===== config.mk =====
export PLATFORM = sky130hd
export DESIGN_NAME = pc_unit_flat
export DESIGN_NICKNAME = d
export VERILOG_FILES = /design/src/rtl/pc_pkg.sv /design/src/rtl/pc_unit_if.sv /design/src/rtl/pc_unit_npc_calc.sv /design/src/rtl/pc_unit.sv /design/src/flat_wrapper.sv
export SDC_FILE = /design/constraint.sdc
export NUM_CORES = 1
export LEC_CHECK = 0
export CAP_MARGIN = 25
export CORE_ASPECT_RATIO = 1.1
export CORE_MARGIN = 4
export CORE_UTILIZATION = 43
export CTS_CLUSTER_DIAMETER = 200
export DETAILED_ROUTE_END_ITERATION = 6
export GPL_TIMING_DRIVEN = 0
export PLACE_DENSITY = 0.86
export SLEW_MARGIN = 20
export SYNTH_ARGS = -nofsm -noshare
export SYNTH_HDL_FRONTEND = slang
export SYNTH_SLANG_ARGS = --single-unit

===== constraint.sdc =====
create_clock -name clk -period 4.3 [get_ports clk]
set_input_delay 1.075 -clock clk [delete_from_list [all_inputs] [get_ports clk]]
set_output_delay 1.075 -clock clk [all_outputs]
set_load 0.05 [all_outputs]

===== src/rtl/pc_pkg.sv =====
// pc_pkg: shared constants and types for the instruction-fetch program counter.
// Contents: next-PC source encodings, fault flag encodings, FSM state type and
// the default reset / instruction-memory placement constants.
package pc_pkg;

  // next-PC source select
  localparam logic [1:0] NPC_SEQ = 2'd0;
  localparam logic [1:0] NPC_BR  = 2'd1;
  localparam logic [1:0] NPC_J   = 2'd2;
  localparam logic [1:0] NPC_JR  = 2'd3;

  // fault flags; both bits set means misaligned and out of range
  localparam logic [1:0] FAULT_NONE     = 2'b00;
  localparam logic [1:0] FAULT_MISALIGN = 2'b01;
  localparam logic [1:0] FAULT_RANGE    = 2'b10;

  typedef enum logic {
    ST_RUN  = 1'b0,
    ST_HALT = 1'b1
  } pc_state_e;

  localparam logic [31:0] DEF_RESET_PC   = 32'h0000_3000;
  localparam logic [31:0] DEF_IMEM_BASE  = 32'h0000_3000;
  localparam int unsigned DEF_IMEM_WORDS = 4096;

endpackage


===== src/rtl/pc_unit_if.sv =====
// pc_unit_if: fetch-side bundle between the core control and the PC unit.
// master: control / datapath side (drives stall, npc_sel, branch and jump info)
// slave : pc_unit (drives pc, pc_plus4, pc_hi, halted, fault, retire_cnt)
interface pc_unit_if;
  logic        stall;
  logic [1:0]  npc_sel;
  logic        br_taken;
  logic [15:0] br_offset;
  logic [31:0] jump_target;
  logic [31:0] jr_target;
  logic [31:0] pc;
  logic [31:0] pc_plus4;
  logic [3:0]  pc_hi;
  logic        halted;
  logic [1:0]  fault;
  logic [31:0] retire_cnt;

  modport master (
    output stall, npc_sel, br_taken, br_offset, jump_target, jr_target,
    input  pc, pc_plus4, pc_hi, halted, fault, retire_cnt
  );

  modport slave (
    input  stall, npc_sel, br_taken, br_offset, jump_target, jr_target,
    output pc, pc_plus4, pc_hi, halted, fault, retire_cnt
  );
endinterface


===== src/rtl/pc_unit_npc_calc.sv =====
// npc_calc: combinational next-PC mux, branch adder and fetch legality check.
// Inputs : pc_plus4, npc_sel, br_taken, br_offset, jump_target, jr_target
// Outputs: npc (selected next PC), flags (FAULT_* bits, zero when npc is legal)
module npc_calc
  import pc_pkg::*;
#(
  parameter logic [31:0] IMEM_BASE  = DEF_IMEM_BASE,
  parameter int unsigned IMEM_WORDS = DEF_IMEM_WORDS
) (
  input  logic [31:0] pc_plus4,
  input  logic [1:0]  npc_sel,
  input  logic        br_taken,
  input  logic [15:0] br_offset,
  input  logic [31:0] jump_target,
  input  logic [31:0] jr_target,
  output logic [31:0] npc,
  output logic [1:0]  flags
);

  // one past the last legal byte; 33 bits so a memory ending at 4 GiB still compares
  localparam logic [32:0] IMEM_END = {1'b0, IMEM_BASE} + ({1'b0, 32'(IMEM_WORDS)} << 2);

  logic [31:0] br_ext;

  assign br_ext = {{14{br_offset[15]}}, br_offset, 2'b00};

  always_comb begin
    npc = pc_plus4;
    case (npc_sel)
      NPC_SEQ: npc = pc_plus4;
      NPC_BR:  npc = br_taken ? (pc_plus4 + br_ext) : pc_plus4;
      NPC_J:   npc = jump_target;
      NPC_JR:  npc = jr_target;
      default: npc = pc_plus4;
    endcase
  end

  always_comb begin
    flags = FAULT_NONE;
    if (npc[1:0] != 2'b00) flags = flags | FAULT_MISALIGN;
    if (({1'b0, npc} < {1'b0, IMEM_BASE}) || ({1'b0, npc} >= IMEM_END))
      flags = flags | FAULT_RANGE;
  end

endmodule


===== src/rtl/pc_unit.sv =====
// pc_unit: instruction-fetch program counter with fault halt.
// Ports: clk, reset (sync, active-high), bus (pc_unit_if.slave) carrying
// stall/npc_sel/branch/jump inputs and pc/pc_plus4/pc_hi/halted/fault/retire_cnt.
// Build option: PC_RETIRE_CNT_EN adds a 32-bit retire counter; without it
// retire_cnt reads as zero.
//
// state   | meaning
// ST_RUN  | fetching; pc advances to npc unless stalled or npc is illegal
// ST_HALT | stopped on a fetch fault; pc/fault/retire_cnt frozen until reset
module pc_unit
  import pc_pkg::*;
#(
  parameter logic [31:0] RESET_PC   = DEF_RESET_PC,
  parameter logic [31:0] IMEM_BASE  = DEF_IMEM_BASE,
  parameter int unsigned IMEM_WORDS = DEF_IMEM_WORDS
) (
  input logic    clk,
  input logic    reset,
  pc_unit_if.slave bus
);

  pc_state_e   state_q, state_d;
  logic [31:0] pc_q, pc_d;
  logic [1:0]  fault_q, fault_d;
  logic [31:0] pc_plus4;
  logic [31:0] npc;
  logic [1:0]  flags;
  logic        advance;

  assign pc_plus4 = pc_q + 32'd4;

  npc_calc #(
    .IMEM_BASE  (IMEM_BASE),
    .IMEM_WORDS (IMEM_WORDS)
  ) u_npc_calc (
    .pc_plus4    (pc_plus4),
    .npc_sel     (bus.npc_sel),
    .br_taken    (bus.br_taken),
    .br_offset   (bus.br_offset),
    .jump_target (bus.jump_target),
    .jr_target   (bus.jr_target),
    .npc         (npc),
    .flags       (flags)
  );

  // legality is only looked at on an unstalled RUN cycle
  assign advance = (state_q == ST_RUN) && !bus.stall && (flags == FAULT_NONE);

  always_comb begin
    state_d = state_q;
    fault_d = fault_q;
    pc_d    = advance ? npc : pc_q;
    case (state_q)
      ST_RUN: begin
        if (!bus.stall && (flags != FAULT_NONE)) begin
          fault_d = flags;
          state_d = ST_HALT;
        end
      end
      ST_HALT: state_d = ST_HALT;
      default: state_d = ST_RUN;
    endcase
  end

  always_ff @(posedge clk) begin
    if (reset) begin
      state_q <= ST_RUN;
      pc_q    <= RESET_PC;
      fault_q <= FAULT_NONE;
    end else begin
      state_q <= state_d;
      pc_q    <= pc_d;
      fault_q <= fault_d;
    end
  end

`ifdef PC_RETIRE_CNT_EN
  logic [31:0] retire_q, retire_d;

  always_comb begin
    retire_d = retire_q;
    if (advance) retire_d = retire_q + 32'd1;
  end

  always_ff @(posedge clk) begin
    if (reset) retire_q <= 32'd0;
    else       retire_q <= retire_d;
  end

  assign bus.retire_cnt = retire_q;
`else
  assign bus.retire_cnt = 32'd0;
`endif

  assign bus.pc       = pc_q;
  assign bus.pc_plus4 = pc_plus4;
  assign bus.pc_hi    = pc_plus4[31:28];
  assign bus.halted   = (state_q == ST_HALT);
  assign bus.fault    = fault_q;

endmodule

===== src/flat_wrapper.sv =====
// flat-port wrapper written by rule: the top's interface ports become plain ports
module pc_unit_flat import pc_pkg::*;
#(
  parameter logic [31:0] RESET_PC   = DEF_RESET_PC,
  parameter logic [31:0] IMEM_BASE  = DEF_IMEM_BASE,
  parameter int unsigned IMEM_WORDS = DEF_IMEM_WORDS
)
  (clk, reset, bus_stall, bus_npc_sel, bus_br_taken, bus_br_offset, bus_jump_target, bus_jr_target, bus_pc, bus_pc_plus4, bus_pc_hi, bus_halted, bus_fault, bus_retire_cnt);
  pc_unit_if bus_i ();
  input logic clk;
  input logic reset;
  input wire logic [$bits(bus_i.stall)-1:0] bus_stall;
  input wire logic [$bits(bus_i.npc_sel)-1:0] bus_npc_sel;
  input wire logic [$bits(bus_i.br_taken)-1:0] bus_br_taken;
  input wire logic [$bits(bus_i.br_offset)-1:0] bus_br_offset;
  input wire logic [$bits(bus_i.jump_target)-1:0] bus_jump_target;
  input wire logic [$bits(bus_i.jr_target)-1:0] bus_jr_target;
  output wire logic [$bits(bus_i.pc)-1:0] bus_pc;
  output wire logic [$bits(bus_i.pc_plus4)-1:0] bus_pc_plus4;
  output wire logic [$bits(bus_i.pc_hi)-1:0] bus_pc_hi;
  output wire logic [$bits(bus_i.halted)-1:0] bus_halted;
  output wire logic [$bits(bus_i.fault)-1:0] bus_fault;
  output wire logic [$bits(bus_i.retire_cnt)-1:0] bus_retire_cnt;
  assign bus_i.stall = bus_stall;
  assign bus_i.npc_sel = bus_npc_sel;
  assign bus_i.br_taken = bus_br_taken;
  assign bus_i.br_offset = bus_br_offset;
  assign bus_i.jump_target = bus_jump_target;
  assign bus_i.jr_target = bus_jr_target;
  assign bus_pc = bus_i.pc;
  assign bus_pc_plus4 = bus_i.pc_plus4;
  assign bus_pc_hi = bus_i.pc_hi;
  assign bus_halted = bus_i.halted;
  assign bus_fault = bus_i.fault;
  assign bus_retire_cnt = bus_i.retire_cnt;
  pc_unit #(.RESET_PC(RESET_PC), .IMEM_BASE(IMEM_BASE), .IMEM_WORDS(IMEM_WORDS)) u_core (.clk(clk), .reset(reset), .bus(bus_i));
endmodule

==> impl_metrics.py <==
metrics = {
    "floorplan": {
        "io_pins": 189,
        "dieArea_um2": 15120,
        "die_h_um": 128.6,
        "design.core.area_um2": 12750,
        "die_w_um": 117.6,
        "rows": 43,
        "start_util_pct": 44.56,
    },
    "placed_design": {
        "io_buffers": 154,
        "gp_congestion": 1.003,
        "placed_area_um2": 8030,
        "hpwlAfterDp_um": 19670,
    },
    "critical_path": {
        "start_kind": "register",
        "reg2reg_to": "u_core.bus.pc[7]",
        "cp_slowest_stage_delay_ns": 0.45,
        "path_cells": "nand4_4 > buf_4 > nor3_1 > a21boi_1 > nor2_2 > inv_1 > ha_4 > nand2_1 > o211ai_1 > a41oi_2 > buf_4 > and3_1 > and3_4 > a2111oi_4 > nand4_1 > and4b_2 > nand2_8 > buf_8 > mux2i_1",
        "crit_path_top_delay_cell": "and4b_2",
        "crit_path_frequent_cell": "buf_4",
        "path_max_fanout": 10,
        "cp-end-kind": "register",
        "r2r_cells": 19,
        "worstPathRequired_ns": 4.50,
        "path_class": "register to register",
        "reg2reg_from": "u_core.bus.pc[2]",
        "arrival_ns": 5.00,
        "r2r_slack_ns": -0.50,
    },
    "route": {
        "wirelength_um": 28200,
        "firstDrtPassIters": 7,
        "vias": 7779,
        "drtIter0Drc": 855,
        "vias_per_cell": 6.335,
        "drcViolationCount": 7,
        "wire_per_inst_um": 22.97,
        "antenna_left": 0,
    },
    "clock_network": {
        "clockRootBuffer": "clkbuf_16",
        "cts_tree": "done",
        "insertion_delay_ns": 0.29,
        "htreeDepth": 2,
        "clk_pin_slew_ns": 0.06,
        "cts_buffers": 5,
        "clock-sinks": 35,
        "clk_path_buf_depth": 2,
    },
    "yosys": {
        "synthCells": 796,
        "postSynthAreaPerCell_um2": 7.138,
        "synth_cell_types": 83,
        "synth-seq-cells": 35,
        "yosysSeqAreaShare_pct": 12.33,
        "netlist_top_cells_count": "nand2_1 (91), nor2_1 (70), a21oi_1 (63)",
        "ys.flop_type": "dfxtp_1",
        "yosysTopAreaCellShare_pct": 12.33,
        "yosys_warnings": 0,
        "netlist_area_um2": 5682,
        "synthArstFlopShare_pct": 0,
        "ys_top_cells_by_area": "dfxtp_1 (12%), ha_1 (7.0%), nand2_1 (6.0%)",
        "post-synth-top-count-cell": "nand2_1",
        "synth_edf_count": 0,
        "yosysTopAreaCell": "dfxtp_1",
    },
    "grt": {
        "grt_pass1_vias": 7117,
        "antenna_found_initial": 0,
        "grt_max_degree": 22,
        "grt_usage_pct": 33.25,
        "grt_overflow": 0,
        "grt_pass1_wl_um": 39770,
    },
    "sta": {
        "fin_crit_sh_pct": 111.7,
        "fmax_mhz": 208.3,
        "finalSetupViolations": 35,
        "hold_viol": 0,
        "hold-worst-slack_ns": 0.5044,
        "rsz0062_at_grt": "yes",
        "worst_clock_skew_ns": 0.007457,
        "min_period_ns": 4.801,
        "slew_headroom_pct": 39.33,
        "worst_slack_ns": -0.5014,
        "worst_pin_slew_ns": 0.9100,
        "report.final.slew_viol_count": 0,
    },
    "min_path": {
        "holdPathEnd": "u_core.bus.fault[1]",
        "worstHoldPathCells": 1,
        "min-delay-path-class": "register to register",
        "holdCritStartpoint": "u_core.bus.fault[1]",
    },
    "final_layout": {
        "fill_cells": 960,
        "area_delta_synth_final_pct": 67.41,
        "drive_gt1_share_pct": 30.25,
        "nets": 1189,
        "fin_area_um2": 9512,
        "seq_area_um2": 772.0,
        "post-route-util_pct": 74.60,
        "multi_input_area_um2": 5579,
        "num_antenna_cells": 0,
    },
    "pwr": {
        "leakage_nw": 4.006,
        "p_per_area_nw_per_um2": 126.5,
        "ir_drop_uv": 331.1,
    },
    "flow_run": {
        "max_cap_violations": 0,
    },
    "outcome": {
        "status": "finished with violations",
        "violations": "design-rule violations, negative setup slack",
    },
}
==> routing by layer <==
| metal | vias to the layer above | GRT usage, % | share of wire, % |
|---|---|---|---|
| li1 | 3457 | - | - |
| met1 | 3642 | 40.70 | 37 |
| met2 | 555 | 56.16 | 46 |
| met3 | 125 | 8.527 | 12 |
| met4 | 0 | 13.52 | 5.3 |
| met5 | - | 0 | 0 |
==> worst max-delay path: cells and delay by family (launching register included) <==
| family | cells | cell delay (ns) |
|---|---|---|
| AO/OA/AOI/OAI | 4 | 0.93 |
| adder cells (fa/ha/maj) | 1 | 0.35 |
| buffers and inverters | 4 | 0.70 |
| flip-flops | 1 | 0.38 |
| multiplexers | 1 | 0.19 |
| AND/OR/NAND/NOR | 9 | 2.14 |
==> flip-flops by register name, indices dropped and copies added, names as in the netlist <==
signal	flops
u_core.bus.halted	1
u_core.bus.fault	2
u_core.bus.pc	32
==> report_power, final <==
group          switching [mW]  internal (mW)  leakage (nW)  total [mW]
combinational           0.304          0.218          3.63       0.522
sequential            0.00182          0.316         0.297       0.318
clock                   0.135          0.229        0.0739       0.365
total                   0.441          0.763          4.01        1.20
==> cell usage in the layout (no fill, tap or decap), types with 6 or more instances in the layout <==
cell type	Yosys	routed
clkdlybuf4s50_1	0	153
dfxtp_4	0	18
nand3_1	25	22
nand2b_1	7	6
dfxtp_1	35	14
a21oi_1	63	49
nand2_2	0	6
a21oi_2	1	10
a21o_1	10	10
nor2_1	70	66
xor2_1	21	13
nor2b_1	7	6
o21ai_0	46	36
xnor2_1	21	8
o211ai_1	10	10
buf_6	2	8
buf_4	38	124
and2_1	6	6
nor3_1	16	13
and3_1	31	12
and3_4	0	19
a211oi_1	10	8
ha_4	0	9
mux2i_1	21	20
a31oi_1	9	7
nand2_1	91	85
mux4_2	9	9
nand4_1	24	24
o21a_1	7	7
conb_1	1	32
nor4_1	10	6
or3_1	7	6
ha_1	32	19
inv_1	20	15
o21ai_2	0	6
clkbuf_1	32	19
and4_1	9	6
xnor2_4	0	9
==> worst max path at each step <==
stage                                  from                 to  slack [ns]  cells after the start
after floorplan           u_core.bus.pc[12]  u_core.bus.pc[14]       -0.19                     18
after global placement    bus_br_offset[15]  u_core.bus.pc[22]       -1.52                     14
after detailed placement  bus_br_offset[15]  u_core.bus.pc[28]       -1.45                     14
after CTS                  u_core.bus.pc[2]  u_core.bus.pc[14]       -0.27                     18
after global routing       u_core.bus.pc[2]   u_core.bus.pc[7]       -0.60                     19
final                      u_core.bus.pc[2]   u_core.bus.pc[7]       -0.50                     19
==> kinds of logic after synthesis <==
family | count (synthesis) | synth area share [%]
DFF | 35 | 12.33
AOI/OAI and AO/OA | 218 | 25.55
adders and majority gates | 33 | 7.399
other | 1 | 0.06600
muxes | 33 | 7.862
xor gates and xnor gates | 42 | 6.474
and+or+nand+nor | 330 | 30.54
buffers and inverters | 104 | 9.778
==> stage by stage <==
step	cells	TNS (ns)	worst slack, ns	total power [mW]
4_1_cts	1188	-8.579	-0.2700	1.162
6_report	1228	-16.25	-0.5014	1.204
3_3_place_gp	1138	-51.44	-1.518	0.7747
5_1_grt	1228	-19.00	-0.6013	1.242
2_1_floorplan	827	-5.585	-0.1880	0.6134
3_5_place_dp	1138	-49.11	-1.452	0.7758
==> repair_timing <==
action	4_1_cts	5_1_grt
buffers inserted	47	43
hold buffers	0	0
pin swaps	48	57
cloned	1	1
resized for setup	85	70
setup endpoints to repair	36	36
==> area by class of cell <==
type / count / area share, %
multi-input cells: 688 / 58.66
repair buffers: 245 / 23.73
flip-flops and latches: 35 / 8.116
plain buffers: 74 / 5.051
well taps: 157 / 2.065
clock buffers: 7 / 1.500
inverters: 21 / 0.8287
clock inverters: 1 / 0.05262
Power figures use the tool's default switching activity.
